### config.mk
export PLATFORM = sky130hd
export DESIGN_NAME = commit_arbiter
export DESIGN_NICKNAME = d
export VERILOG_FILES = /design/src/rtl/commit_arbiter.sv
export SDC_FILE = /design/constraint.sdc
export NUM_CORES = 1
export LEC_CHECK = 0
export CAP_MARGIN = 30
export CORE_AREA = 2 2 175 177
export DETAILED_ROUTE_END_ITERATION = 16
export DIE_AREA = 0 0 177 179
export SLEW_MARGIN = 20
export SYNTH_ARGS = -nofsm -noshare
export SYNTH_HDL_FRONTEND = slang
export SYNTH_SLANG_ARGS = --single-unit
### constraint.sdc
create_clock -name clk_i -period 5.7 [get_ports clk_i]
set_clock_uncertainty 0.1 [all_clocks]
set_input_delay 1.14 -clock clk_i [delete_from_list [all_inputs] [get_ports clk_i]]
set_output_delay 1.14 -clock clk_i [all_outputs]
set_load 0.1 [all_outputs]
### src/rtl/commit_arbiter.sv
// commit_arbiter: round-robin commit of ALU/LS pipeline results onto the register-file write port.
// Define COMMIT_ARB_RETIRE_CNT_EN to add the retired-instruction counter port retire_cnt_o.
package commit_arbiter_pkg;
  localparam int OpW     = 65;
  localparam int McauseW = 6;
  localparam int MtvalW  = 32;

  typedef struct packed {
    logic               we;
    logic [4:0]         waddr;
    logic [OpW-1:0]     wdata;
    logic               is_cap;
    logic               wrsv;
    logic               err;
    logic [31:0]        pc;
    logic [McauseW-1:0] mcause;
    logic [MtvalW-1:0]  mtval;
  } pl_out_t;
endpackage

module commit_arbiter
  import commit_arbiter_pkg::*;
#(
  parameter bit CHERIoTEn = 1'b1
) (
  input  logic               clk_i,
  input  logic               rst_i,
  input  logic               flush_i,
  input  logic               alupl_valid_i,
  input  pl_out_t            alupl_output_i,
  output logic               alupl_rdy_o,
  input  logic               lspl_valid_i,
  input  pl_out_t            lspl_output_i,
  output logic               lspl_rdy_o,
  output logic               rf_we_o,
  output logic [4:0]         rf_waddr_o,
  output logic [OpW-1:0]     rf_wdata_o,
  output logic               rf_wcap_o,
  output logic               rsv_clr_o,
  output logic [4:0]         rsv_addr_o,
  output logic               exc_valid_o,
  output logic [31:0]        exc_pc_o,
  output logic [McauseW-1:0] exc_mcause_o,
  output logic [MtvalW-1:0]  exc_mtval_o
`ifdef COMMIT_ARB_RETIRE_CNT_EN
  ,
  output logic [31:0]        retire_cnt_o
`endif
);

  typedef enum logic {RUN = 1'b0, HALT = 1'b1} state_t;

  state_t             r_state;
  logic               r_rr;
  logic               r_rf_we;
  logic [4:0]         r_rf_waddr;
  logic [OpW-1:0]     r_rf_wdata;
  logic               r_rf_wcap;
  logic               r_rsv_clr;
  logic               r_exc_valid;
  logic [31:0]        r_exc_pc;
  logic [McauseW-1:0] r_exc_mcause;
  logic [MtvalW-1:0]  r_exc_mtval;

  logic               w_open;
  logic               w_both;
  logic               w_gnt_alu;
  logic               w_gnt_ls;
  logic               w_acc;
  pl_out_t            w_res;
  logic [OpW-1:0]     w_wdata;

  assign w_open    = (r_state == RUN) && !flush_i;
  assign w_both    = alupl_valid_i && lspl_valid_i;
  assign w_gnt_alu = w_open && alupl_valid_i && (!lspl_valid_i || !r_rr);
  assign w_gnt_ls  = w_open && lspl_valid_i && (!alupl_valid_i || r_rr);
  assign w_acc     = w_gnt_alu || w_gnt_ls;
  assign w_res     = w_gnt_ls ? lspl_output_i : alupl_output_i;
  // Without capabilities only the low word is architectural; keep the rest quiet.
  assign w_wdata   = CHERIoTEn ? w_res.wdata : {{(OpW-32){1'b0}}, w_res.wdata[31:0]};

  assign alupl_rdy_o = w_gnt_alu;
  assign lspl_rdy_o  = w_gnt_ls;

  always_ff @(posedge clk_i or posedge rst_i) begin
    if (rst_i) begin
      r_state      <= RUN;
      r_rr         <= 1'b0;
      r_rf_we      <= 1'b0;
      r_rf_waddr   <= '0;
      r_rf_wdata   <= '0;
      r_rf_wcap    <= 1'b0;
      r_rsv_clr    <= 1'b0;
      r_exc_valid  <= 1'b0;
      r_exc_pc     <= '0;
      r_exc_mcause <= '0;
      r_exc_mtval  <= '0;
    end else begin
      r_rf_we     <= 1'b0;
      r_rsv_clr   <= 1'b0;
      r_exc_valid <= 1'b0;
      if (flush_i) begin
        r_state <= RUN;
      end else if (w_acc) begin
        r_rf_we      <= w_res.we && !w_res.err;
        r_rf_waddr   <= w_res.waddr;
        r_rf_wdata   <= w_wdata;
        r_rf_wcap    <= w_res.is_cap;
        r_rsv_clr    <= w_res.wrsv && !w_res.err;
        r_exc_valid  <= w_res.err;
        r_exc_pc     <= w_res.pc;
        r_exc_mcause <= w_res.mcause;
        r_exc_mtval  <= w_res.mtval;
        if (w_res.err) r_state <= HALT;
        if (w_both) r_rr <= !r_rr;
      end
    end
  end

  assign rf_we_o      = r_rf_we;
  assign rf_waddr_o   = r_rf_waddr;
  assign rf_wdata_o   = r_rf_wdata;
  assign rf_wcap_o    = r_rf_wcap;
  assign rsv_clr_o    = r_rsv_clr;
  assign rsv_addr_o   = r_rf_waddr;
  assign exc_valid_o  = r_exc_valid;
  assign exc_pc_o     = r_exc_pc;
  assign exc_mcause_o = r_exc_mcause;
  assign exc_mtval_o  = r_exc_mtval;

`ifdef COMMIT_ARB_RETIRE_CNT_EN
  logic [31:0] r_retire_cnt;

  always_ff @(posedge clk_i or posedge rst_i) begin
    if (rst_i) begin
      r_retire_cnt <= '0;
    end else if (w_acc && !w_res.err) begin
      r_retire_cnt <= r_retire_cnt + 32'd1;
    end
  end

  assign retire_cnt_o = r_retire_cnt;
`endif

endmodule

==> impl_metrics.tcl <==
set metrics [dict create \
    power_mw 5.96 \
    pin_count 444 \
    dpl_cell_area_sq_mm 0.0113 \
    io_buffers 443 \
    hold_class "register to register" \
    critPathLaunchType "input pin" \
    num-nets-final 1498 \
    drtIter0Drc 381 \
    ant_nets 0 \
    grt_pass1_vias 7045 \
    synth_ff_type "dfrtp_1" \
    power.share.sequential_pct 24.4 \
    die_area_sq_mm 0.0317 \
    routed_wl_microns 26800 \
    routed_via_density 4.50 \
    setup_violations 0 \
    synth.distinct_cells 19 \
    slew_headroom_pct 31.1 \
    yosys.area.top_type_share_pct 55.5 \
    p_sw_mw 3.22 \
    grt_pass1_wl_microns 39500 \
    vdd_drop_max_mv 0.228 \
    synth-seq-cells 146 \
    finalCriticalPeriod_ns 3.93 \
    antenna_found_initial 0 \
    p_per_area_mw_per_mm2 500 \
    synth_area_leader_cell "dfrtp_1" \
    rows 64 \
    power_frac_clock_pct 19.1 \
    required_ns 4.46 \
    synth_edf_count 0 \
    grt_max_degree 131 \
    area_growth_pct 80.9 \
    initial_core_util_pct 21.9 \
    die_y_microns 179 \
    slew_viol_final 0 \
    clock_sinks 146 \
    finalCritPeriodShare_pct 68.9 \
    grt_use_total_pct 15.9 \
    synth_fp_nets 1092 \
    p_sw_share_pct 54.1 \
    outcome "finished, final reports clean" \
    yosysMostFrequentCell "a21oi_1" \
    dp_hpwl_microns 18500 \
    clock-root-buffer "clkbuf_16" \
    gp_congestion 0.773 \
    cts_tree "done" \
    die_w_microns 177 \
    final_cell_area_sq_mm 0.0119 \
    hold_viol 0 \
    setup_tns_ns 0 \
    n_antenna_cell 0 \
    syn_area_sq_mm 0.00659 \
    synth_area_leaders "dfrtp_1, a21oi_1, nor2_1, nand2_1, clkbuf_1" \
    p_leak_nw 5.01 \
    vias 7262 \
    cts_max_level 4 \
    syn-mean-instance-area_sq_um 8.24 \
    internal_power_mw 2.74 \
    synthCells 799 \
    cts.clk_slew.worst_paths_ns 0.06 \
    critPathKind "input pin to primary output" \
    fmax_mhz 255 \
    synth_warnings 0 \
    path_max_fanout 28 \
    fillers 3040 \
    drive_above_1_share_pct 4.11 \
    yosysSeqAreaShare_pct 55.5 \
    drv_cap 0 \
    post_cts_buffers 0 \
    routedWlPerCell_microns 16.6 \
    numCtsBuffers 17 \
    rsz0062_at_grt "false" \
    grt_remaining_overflow 0 \
    p_comb_share_pct 56.5 \
    synthArstFlopShare_pct 100 \
    coreArea_sq_mm 0.0300 \
    cts_buffer_depth 2 \
    cp-end-kind "primary output" \
    worst_slew_pin_slew_ns 1.03 \
    crit_arrival_ns 2.69 \
    synthTopCellsByCount "a21oi_1, dfrtp_1, nor2_1" \
    cts_resized 0 \
    clk_latency_ns 0.42 \
    firstDrtPassIters 4 \
    drc_errors 0 \
    hold_buffers 0 \
]
==> critical path, stage by stage <==
cell	delay [ns]
clkdlybuf4s50_1	0.51
nor2_2	0.27
o211ai_4	0.13
inv_4	0.27
buf_4	0.36
==> layout by cell type, fill, tap and decap left out, drive strengths merged <==
| master | synthesis | layout |
|---|---|---|
| clkdlybuf4s50 | 0 | 441 |
| a21oi | 285 | 285 |
| dfrtp | 146 | 146 |
| nor2 | 144 | 144 |
| nand2 | 142 | 142 |
| clkbuf | 28 | 19 |
| inv | 6 | 12 |
| buf | 37 | 11 |
| clkinvlp | 0 | 5 |
| nand3b | 4 | 4 |
| o21ai | 2 | 2 |
| o211ai | 1 | 1 |
| a211oi | 1 | 1 |
| mux2i | 1 | 1 |
| xnor2 | 1 | 1 |
| o22ai | 1 | 1 |
| bufinv | 0 | 1 |
==> power by group through the flow <==
stage	registers, mW	logic, mW	clock network (mW)
floorplan	3.37	0.546	0
global placement	1.47	3.37	0
detailed placement	1.47	3.38	0
CTS	1.46	3.38	1.18
global route	1.49	3.49	1.22
finish	1.46	3.37	1.14
==> registers in the layout (all words and copies together) (netlist names) <==
name	flops
exc_mcause_o	6
exc_mtval_o	32
exc_pc_o	32
exc_valid_o	1
r_rr	1
r_state	1
rf_waddr_o	5
rf_wcap_o	1
rf_wdata_o	65
rf_we_o	1
rsv_clr_o	1
==> layer usage <==
| metal | wire length, microns | GRT usage (%) | share of wire (%) | up-vias |
|---|---|---|---|---|
| met3 | 2440 | 5.60 | 9.1 | 23 |
| li1 | - | - | - | 3462 |
| met2 | 12900 | 26.6 | 48 | 322 |
| met4 | 393 | 3.93 | 1.5 | 0 |
| met1 | 11100 | 19.6 | 41 | 3455 |
| met5 | 0 | 0 | 0 | - |
==> through the flow <==
stage | hold slack, ns | std cells | setup slack (ns) | util [%]
3_3_place_gp | 0.406 | 1581 | 1.47 | 37.7
3_5_place_dp | 0.415 | 1582 | 1.48 | 37.8
5_1_grt | 0.439 | 1613 | 1.69 | 39.7
2_1_floorplan | 0.457 | 799 | 0.537 | -
6_report | 0.423 | 1613 | 1.77 | 39.7
4_1_cts | 0.430 | 1613 | 1.77 | 39.7
==> worst paths after layout <==
path | startpoint | end | slack (ns) | cells after the start
max | flush_i | lspl_rdy_o | 1.77 | 5
min | exc_mtval_o[24] | exc_mtval_o[24] | 0.42 | 2
max reg2reg | r_state | rf_wdata_o[52] | 2.70 | 7
min reg2reg | exc_mtval_o[24] | exc_mtval_o[24] | 0.42 | 2
max in group asynchronous | rst_i | exc_mtval_o[25] | 3.52 | 3
min in group asynchronous | rst_i | exc_mcause_o[2] | 1.10 | 2
==> cell type report <==
cell class	count	area [sq um]	share of cell area, %
repair buffers	452	4540	38.1
flip-flops and latches	146	3650	30.7
multi-input cells	582	2620	22.0
well taps	396	495	4.16
clock buffers	19	453	3.80
clock inverters	12	123	1.03
inverters	6	30.0	0.252
==> cells by family (layout without fill, tap and decap cells) <==
logic type / count (synthesis) / count (layout) / share of synthesized area, %
mux: 1 / 1 / 0.152
xor+xnor: 1 / 1 / 0.133
simple gates: 290 / 290 / 16.8
flops: 146 / 146 / 55.5
buf+inv: 71 / 489 / 5.11
compound gates: 290 / 290 / 22.3
(Power assumes the default switching activity.)
